`src/rtl/dfd_tr_axi_wr_sink_pkg.sv`:
```
// Shared types for the trace AXI write sink: AXI channel structs, widths and FSM states.
package dfd_tr_axi_wr_sink_pkg;

    localparam int unsigned AxiDataW = 512;
    localparam int unsigned AxiAddrW = 52;
    localparam int unsigned AxiStrbW = AxiDataW / 8;
    localparam int unsigned AxiIdW   = 8;
    localparam int unsigned AxiUserW = 1;

    localparam logic [1:0] AxiBurstFixed = 2'b00;
    localparam logic [1:0] AxiBurstIncr  = 2'b01;
    localparam logic [1:0] AxiRespOkay   = 2'b00;
    localparam logic [1:0] AxiRespSlverr = 2'b10;
    localparam logic [1:0] AxiRespDecerr = 2'b11;

    // Only full 64-byte beats map onto a memory line.
    localparam logic [2:0] SinkBeatSize = 3'd6;

    typedef struct packed {
        logic [AxiIdW-1:0]   id;
        logic [AxiAddrW-1:0] addr;
        logic [7:0]          len;
        logic [2:0]          size;
        logic [1:0]          burst;
    } dfd_tr_ax_chan_t;

    typedef struct packed {
        logic [AxiDataW-1:0] data;
        logic [AxiStrbW-1:0] strb;
        logic                last;
    } dfd_tr_w_chan_t;

    typedef struct packed {
        logic [AxiIdW-1:0]   id;
        logic [1:0]          resp;
        logic [AxiUserW-1:0] user;
    } dfd_tr_b_chan_t;

    typedef struct packed {
        logic [AxiIdW-1:0]   id;
        logic [AxiDataW-1:0] data;
        logic [1:0]          resp;
        logic                last;
        logic [AxiUserW-1:0] user;
    } dfd_tr_r_chan_t;

    typedef struct packed {
        dfd_tr_ax_chan_t aw;
        logic            aw_valid;
        dfd_tr_w_chan_t  w;
        logic            w_valid;
        logic            b_ready;
        dfd_tr_ax_chan_t ar;
        logic            ar_valid;
        logic            r_ready;
    } dfd_tr_slv_axi_req_t;

    typedef struct packed {
        logic           aw_ready;
        logic           w_ready;
        dfd_tr_b_chan_t b;
        logic           b_valid;
        logic           ar_ready;
        dfd_tr_r_chan_t r;
        logic           r_valid;
    } dfd_tr_slv_axi_rsp_t;

    typedef enum logic [1:0] {
        StIdle,
        StData,
        StResp,
        StRdata
    } sink_state_e;

endpackage

```
`src/rtl/dfd_tr_axi_wr_sink.sv`:
```
// AXI write sink for trace data: accepts one INCR burst at a time and passes each W beat
// straight through to a line-wide memory port. Malformed or out-of-window bursts are drained
// and answered with SLVERR. Define DFD_TR_SINK_RD_ERR_EN to answer reads with DECERR beats;
// otherwise the read channel is tied off.
module dfd_tr_axi_wr_sink
    import dfd_tr_axi_wr_sink_pkg::*;
#(
    parameter logic [AxiAddrW-1:0] BaseAddr = '0,
    parameter int unsigned         MemDepth = 1024
) (
    input  logic                        clk,
    input  logic                        reset,
    input  dfd_tr_slv_axi_req_t         axi_req_i,
    output dfd_tr_slv_axi_rsp_t         axi_rsp_o,
    output logic                        mem_we_o,
    output logic [$clog2(MemDepth)-1:0] mem_addr_o,
    output logic [AxiDataW-1:0]         mem_wdata_o,
    output logic [AxiStrbW-1:0]         mem_wstrb_o,
    input  logic                        mem_ready_i,
    output logic [15:0]                 err_cnt_o
);

    localparam int unsigned         MemAddrW = $clog2(MemDepth);
    localparam logic [AxiAddrW-1:0] MemBytes = AxiAddrW'(MemDepth) << 6;

    sink_state_e         state_q, state_d;
    logic [AxiIdW-1:0]   id_q, id_d;
    logic [MemAddrW-1:0] line_q, line_d;
    logic [7:0]          len_q, len_d;
    logic [8:0]          beat_q, beat_d;
    logic                drop_q, drop_d;
    logic                slverr_q, slverr_d;
    logic [15:0]         err_cnt_q, err_cnt_d;

    logic [AxiAddrW-1:0] aw_off;
    logic                aw_bad;
    logic                final_beat;
    logic                unused_req;

    // An address below BaseAddr wraps to a huge offset and so lands out of window.
    assign aw_off     = axi_req_i.aw.addr - BaseAddr;
    assign aw_bad     = (axi_req_i.aw.burst != AxiBurstIncr) ||
                        (axi_req_i.aw.size != SinkBeatSize) ||
                        (aw_off >= MemBytes);
    assign final_beat = (beat_q == {1'b0, len_q});

    assign mem_addr_o  = line_q + MemAddrW'(beat_q);
    assign mem_wdata_o = axi_req_i.w.data;
    assign mem_wstrb_o = axi_req_i.w.strb;
    assign err_cnt_o   = reset ? '0 : err_cnt_q;

    assign unused_req = ^{axi_req_i.ar, axi_req_i.ar_valid, axi_req_i.r_ready};

    // State and burst context registers.
    always_ff @(posedge clk) begin
        if (reset) begin
            state_q   <= StIdle;
            id_q      <= '0;
            line_q    <= '0;
            len_q     <= '0;
            beat_q    <= '0;
            drop_q    <= 1'b0;
            slverr_q  <= 1'b0;
            err_cnt_q <= '0;
        end else begin
            state_q   <= state_d;
            id_q      <= id_d;
            line_q    <= line_d;
            len_q     <= len_d;
            beat_q    <= beat_d;
            drop_q    <= drop_d;
            slverr_q  <= slverr_d;
            err_cnt_q <= err_cnt_d;
        end
    end

    // Next state, AXI handshakes and the zero-latency memory write.
    always_comb begin
        state_d   = state_q;
        id_d      = id_q;
        line_d    = line_q;
        len_d     = len_q;
        beat_d    = beat_q;
        drop_d    = drop_q;
        slverr_d  = slverr_q;
        err_cnt_d = err_cnt_q;
        mem_we_o  = 1'b0;

        axi_rsp_o        = '0;
        axi_rsp_o.b.id   = id_q;
        axi_rsp_o.b.resp = slverr_q ? AxiRespSlverr : AxiRespOkay;
        axi_rsp_o.r.id   = id_q;
        axi_rsp_o.r.resp = AxiRespDecerr;

        unique case (state_q)
            StIdle: begin
                axi_rsp_o.aw_ready = 1'b1;
                if (axi_req_i.aw_valid) begin
                    id_d     = axi_req_i.aw.id;
                    line_d   = aw_off[MemAddrW+5:6];
                    len_d    = axi_req_i.aw.len;
                    beat_d   = '0;
                    drop_d   = aw_bad;
                    slverr_d = aw_bad;
                    state_d  = StData;
`ifdef DFD_TR_SINK_RD_ERR_EN
                end else begin
                    axi_rsp_o.ar_ready = 1'b1;
                    if (axi_req_i.ar_valid) begin
                        id_d    = axi_req_i.ar.id;
                        len_d   = axi_req_i.ar.len;
                        beat_d  = '0;
                        state_d = StRdata;
                    end
`endif
                end
            end
            StData: begin
                // A dropped burst drains at full rate regardless of the memory.
                axi_rsp_o.w_ready = mem_ready_i | drop_q;
                if (axi_req_i.w_valid && axi_rsp_o.w_ready) begin
                    mem_we_o = ~drop_q;
                    beat_d   = beat_q + 9'd1;
                    if (axi_req_i.w.last || final_beat) begin
                        state_d  = StResp;
                        // last before the final beat means a truncated burst
                        slverr_d = drop_q | ~final_beat;
                        if (slverr_d && (err_cnt_q != 16'hFFFF)) begin
                            err_cnt_d = err_cnt_q + 16'd1;
                        end
                    end
                end
            end
            StResp: begin
                axi_rsp_o.b_valid = 1'b1;
                if (axi_req_i.b_ready) begin
                    state_d = StIdle;
                end
            end
            StRdata: begin
`ifdef DFD_TR_SINK_RD_ERR_EN
                axi_rsp_o.r_valid = 1'b1;
                axi_rsp_o.r.last  = final_beat;
                if (axi_req_i.r_ready) begin
                    if (final_beat) begin
                        state_d = StIdle;
                    end else begin
                        beat_d = beat_q + 9'd1;
                    end
                end
`else
                state_d = StIdle;
`endif
            end
            default: state_d = StIdle;
        endcase

        // The state register only clears at the next edge, so mask outputs during reset.
        if (reset) begin
            axi_rsp_o.aw_ready = 1'b0;
            axi_rsp_o.w_ready  = 1'b0;
            axi_rsp_o.b_valid  = 1'b0;
            axi_rsp_o.ar_ready = 1'b0;
            axi_rsp_o.r_valid  = 1'b0;
            mem_we_o           = 1'b0;
        end
    end

endmodule

```
`config.mk`:
```
export PLATFORM = sky130hd
export DESIGN_NAME = dfd_tr_axi_wr_sink
export DESIGN_NICKNAME = d
export VERILOG_FILES = /design/src/rtl/dfd_tr_axi_wr_sink_pkg.sv /design/src/rtl/dfd_tr_axi_wr_sink.sv
export SDC_FILE = /design/constraint.sdc
export NUM_CORES = 1
export LEC_CHECK = 0
export CORE_AREA = 5 5 720 722
export DETAILED_ROUTE_END_ITERATION = 12
export DIE_AREA = 0 0 725 727
export GPL_TIMING_DRIVEN = 0
export MAX_ROUTING_LAYER = met4
export SYNTH_ARGS = -nofsm -noshare
export SYNTH_HDL_FRONTEND = slang
export SYNTH_SLANG_ARGS = --single-unit
```
`constraint.sdc`:
```
create_clock -name clk -period 2.35 [get_ports clk]
set_input_delay 0.235 -clock clk [delete_from_list [all_inputs] [get_ports clk]]
set_output_delay 0.235 -clock clk [all_outputs]
set_load 0.01 [all_outputs]
```
* Word level (Yosys, flattened, before mapping) *
Index checks and enable logic that the tools add are counted.

storage, ports and cells
  flip-flop bits (word level) = 55
  input port bits = 731
  output and inout port bits = 1143
  word-level logic and storage cells = 61

cells by class
  $add $sub $neg = 3
  $lt $le $gt $ge = 1
  equality and inequality tests = 11
  mux-type cells = 22
  bitwise gates (word level) = 4
  reductions and logical operators = 12

operators by type and width
  cell                   number
  $ge 52x17->1 const B   1
  $mux 9                 2
  $pmux 9 s2             1
  $add 16x1->16 const B  1
  $mux 16                1
  $ne 16x16->1 const B   1
  $mux 2                 7
  $reduce_and 4->1       3
  $add 10x9->10          1
  $add 9x1->9 const B    1
  $eq 9x8->1             1
  $mux 1                 9
  $ne 2x2->1 const B     4
  $pmux 2 s4             1
  $eq 2x2->1 const B     2
  $logic_or 1x1->1       3
  $ne 3x3->1 const B     1
  $reduce_and 3->1       1
  $eq 2x1->1 const B     1
  $logic_and 1x1->1      2
  $logic_not 2->1        1
  $ne 2x1->1 const B     1
  $not 1->1              2
  $or 1x1->1             2
  3 further kinds        3

* Depth between registers and ports, before layout *
  depth in word-level cells = 6
  gate-level depth with buffers = 9
  gate-level depth less buffers = 9

* Least setup slack after synthesis *
No wires, ideal clock.

  kind = register -> output
  from = register beat_q[0]
  to = output port mem_addr_o[8]
  arrival time = 1.911 ns
  data required time = 2.115 ns
  setup slack = 0.204 ns
  stages on the path, launching flop included = 10
  path buffers = 0
  cell sequence = dfxtp_1 > ha_1 > inv_1 > fa_1 > nor2b_1 > o21ai_0 > a21boi_0 > o21ai_0 > a21oi_1 > xor2_1

on the way
  word-level cells in the longest chain between the ends = 1

ends and longest elaborated chain
  what                    line                      text
  start, declared         dfd_tr_axi_wr_sink.sv:30  logic [8:0] beat_q, beat_d;
  start signal, assigned  dfd_tr_axi_wr_sink.sv:70  beat_q <= beat_d;
  $add 10x9->10           dfd_tr_axi_wr_sink.sv:47  assign mem_addr_o = line_q + MemAddrW'(beat_q);
  end, declared           dfd_tr_axi_wr_sink.sv:16  output logic [$clog2(MemDepth)-1:0] mem_addr_o,

Every way passes these cells.

* Worst setup path after layout *
  from = register beat_q[0]
  to = output port mem_addr_o[6]

The elaborated chain is that of the path after synthesis.

==> results.ini <==
[grt]
grt_first_pass_wirelength_mm = 309
grtUsageTotal_pct = 10.7
grt_max_degree = 20
grt_overflow = 0
grt_pass1_vias = 11463
antenna_found_initial = 298

[placed_design]
io_buffer_count = 695
gp_congestion = 1.06
dpl.hpwl_mm = 277

[synth]
synth_area_um2 = 11200
synthFlopType = dfxtp_1
synth_edf_count = 0
syn-instance-count = 1426
synth_seq_area_share_pct = 9.87
synthTopCellsByArea = buf_4 (74%), dfxtp_1 (9.9%), a22o_1 (2.0%)
yosys.area.top_type_share_pct = 74.3
netlist-cell-type-count = 45
synth.avg_cell_area_um2 = 7.83
ys_ff_latch = 55
async_reset_ff_share_pct = 0
synth_area_leader_cell = buf_4
yosys_warnings = 0

[cells_and_area]
utilization_pct = 5.75
register_area_um2 = 1130
mostFrequentLayoutCells = buf_4 (1117), clkdlybuf4s50_1 (676), conb_1 (520)
fin_nets = 3404
drive_gt1_share_pct = 45.8
multi_input_area_um2 = 3840
final_common_cell = buf_4
fill_cells = 60444
areaGrowthSynthToFinish_pct = 164

[sta]
max_freq_mhz = 377
hold_violations = 0
fin_ws_ns = -0.304
max_slew_margin_pct = 14.7
worst_pin_slew_ns = 1.28
clock_skew_ns = 0.0713
fin_crit_sh_pct = 113
rsz0062_at_grt = yes
fin_crit_ns = 2.65
slew_viol_final = 0
setup_violations = 18

[detailed_routing]
drc = 0
wire_per_inst_um = 29.8
routed_wirelength_mm = 284
first_pass_iters = 5
via_per_inst = 1.29
antenna_left = 0
drt-initial-drc-count = 338
vias = 12312

[worst_setup_path]
end_kind = primary output
arrival_ns = 2.42
start_kind = flip-flop
cp-startpoint = beat_q[0]$_SDFFE_PP0P_
crit_path_max_fanout = 3
path_class = reg -> out
r2r_start = beat_q[0]$_SDFFE_PP0P_
worst-endpoint-required_ns = 2.12

[clock_network]
cts_tree = built
htree_levels = 2
clockBufferDepth = 2
cts-root-buf = clkbuf_16
insertion_delay_ns = 0.44
cts_sinks = 55
cts_buffers = 5
path_clk_slew_ns = 0.15
hold_buffers = 0

[die]
die_h_um = 727
num_io_pins = 1874
rows = 263
initial_core_util_pct = 2.18
dieWidth_um = 725
die_area_um2 = 527000
core_region_area_um2 = 511000

[run]
maxCapViolCount = 0

[status]
status = complete, but fails checks
violations = negative setup slack

[power]
powerDensity_nw_per_um2 = 256
p_leak_nw = 11.4
peakVddDrop_uv = 352
finalPower_mw = 7.53

[min_path]
min-delay-start = axi_req_i[675]
hold_class = in -> reg

-- per-stage QoR --
step / hold slack [ns] / cell area [um^2] / setup TNS [ns] / worst slack, ns / std cells
detailed placement: 0.481 / 28600 / -44.63 / -1.86 / 9400
global route: 0.364 / 29400 / -6.01 / -0.454 / 9523
global placement: 0.475 / 28500 / -134.77 / -3.84 / 9396
finish: 0.358 / 29400 / -3.66 / -0.304 / 9542
floorplan: 0.344 / 13100 / 0 / 0.204 / 1944
CTS: 0.310 / 29000 / -5.10 / -0.460 / 9418
-- cells by family after synthesis --
group                    Yosys count  share of synthesized area, %
AO/OA/AOI/OAI                     56                          3.64
XOR/XNOR                          20                          1.57
adder cells (fa/ha/maj)           12                          1.41
buffers and inverters           1129                          75.3
flip-flops                        55                          9.87
multiplexers                      15                          1.69
other                              2                        0.0673
AND/OR/NAND/NOR                  137                          6.47
-- Yosys cell counts (2+ instances only) --
cell,instances
nor2_1,44
o21ai_0,10
a22o_1,25
nor4_1,10
nor2_2,2
and3_1,2
nor2b_1,14
nor3_1,14
nand2b_1,4
nand3_1,9
nand2_1,14
ha_1,11
nand4_1,8
xor2_1,9
nor3_2,4
inv_1,12
dfxtp_1,55
a21oi_1,10
o21a_1,2
or2_2,2
buf_4,1105
mux2_2,7
mux2i_1,2
xnor2_1,11
conb_1,2
or4_1,2
clkbuf_1,11
or3_1,3
mux2_4,6
-- layout make-up --
type | count | share of cell area, %
Inverter | 12 | 0.153
Buffer | 1116 | 28.5
Sequential cell | 55 | 3.83
Antenna cell | 123 | 1.05
Clock inverter | 3 | 0.0935
Tap cell | 6757 | 28.7
Multi-Input combinational cell | 761 | 13.0
Clock buffer | 5 | 0.425
Timing Repair Buffer | 710 | 24.1
-- power by group --
group	leakage (nW)	switching (mW)	internal (mW)
Sequential	0.455	0.0769	0.972
Combinational	10.9	3.15	2.30
Clock	0.0727	0.618	0.411
Total	11.4	3.85	3.69
-- worst paths after layout --
check / to / slack, ns / cells after the start
min reg2reg: slverr_q$_SDFFE_PP0P_ / 0.51 / 2
max: mem_addr_o[6] / -0.30 / 10
max reg2reg: err_cnt_q[11]$_SDFFE_PP0P_ / -0.26 / 9
min: line_q[1]$_SDFFE_PP0P_ / 0.36 / 3
-- repair_timing --
action / 4_1_cts / 5_1_grt
endpoints found under the hold margin: 0 / 0
gates resized for setup: 110 / 30
buffers inserted: 9 / 3
endpoints found under the setup margin: 70 / 51
gates cloned: 1 / 0
pin swaps: 8 / 11
-- critical path: stages (launching register included) --
cell	delay, ns
dfxtp_4	0.45
ha_4	0.15
inv_2	0.03
fa_2	0.35
nor2b_2	0.13
o21ai_2	0.07
a21boi_2	0.18
o21ai_2	0.09
nor2b_1	0.14
xnor2_1	0.14
buf_4	0.22
-- sequential cells by signal, indices dropped and copies added, names as in the netlist --
| name | flops |
|---|---|
| err_cnt_q | 16 |
| line_q | 10 |
| beat_q | 9 |
| id_q | 8 |
| len_q | 8 |
| state_q | 2 |
| drop_q | 1 |
| slverr_q | 1 |
-- layer usage --
layer  vias to the layer above  wire [um]  global-route usage [%]
li1                       5507          -                       -
met1                      5174      92800                    9.89
met2                      1293     113000                    14.7
met3                       338      67900                    11.3
met4                         0      10700                    3.14
met5                         -          0                       -
Note: power is estimated with default switching activity, not from simulation.
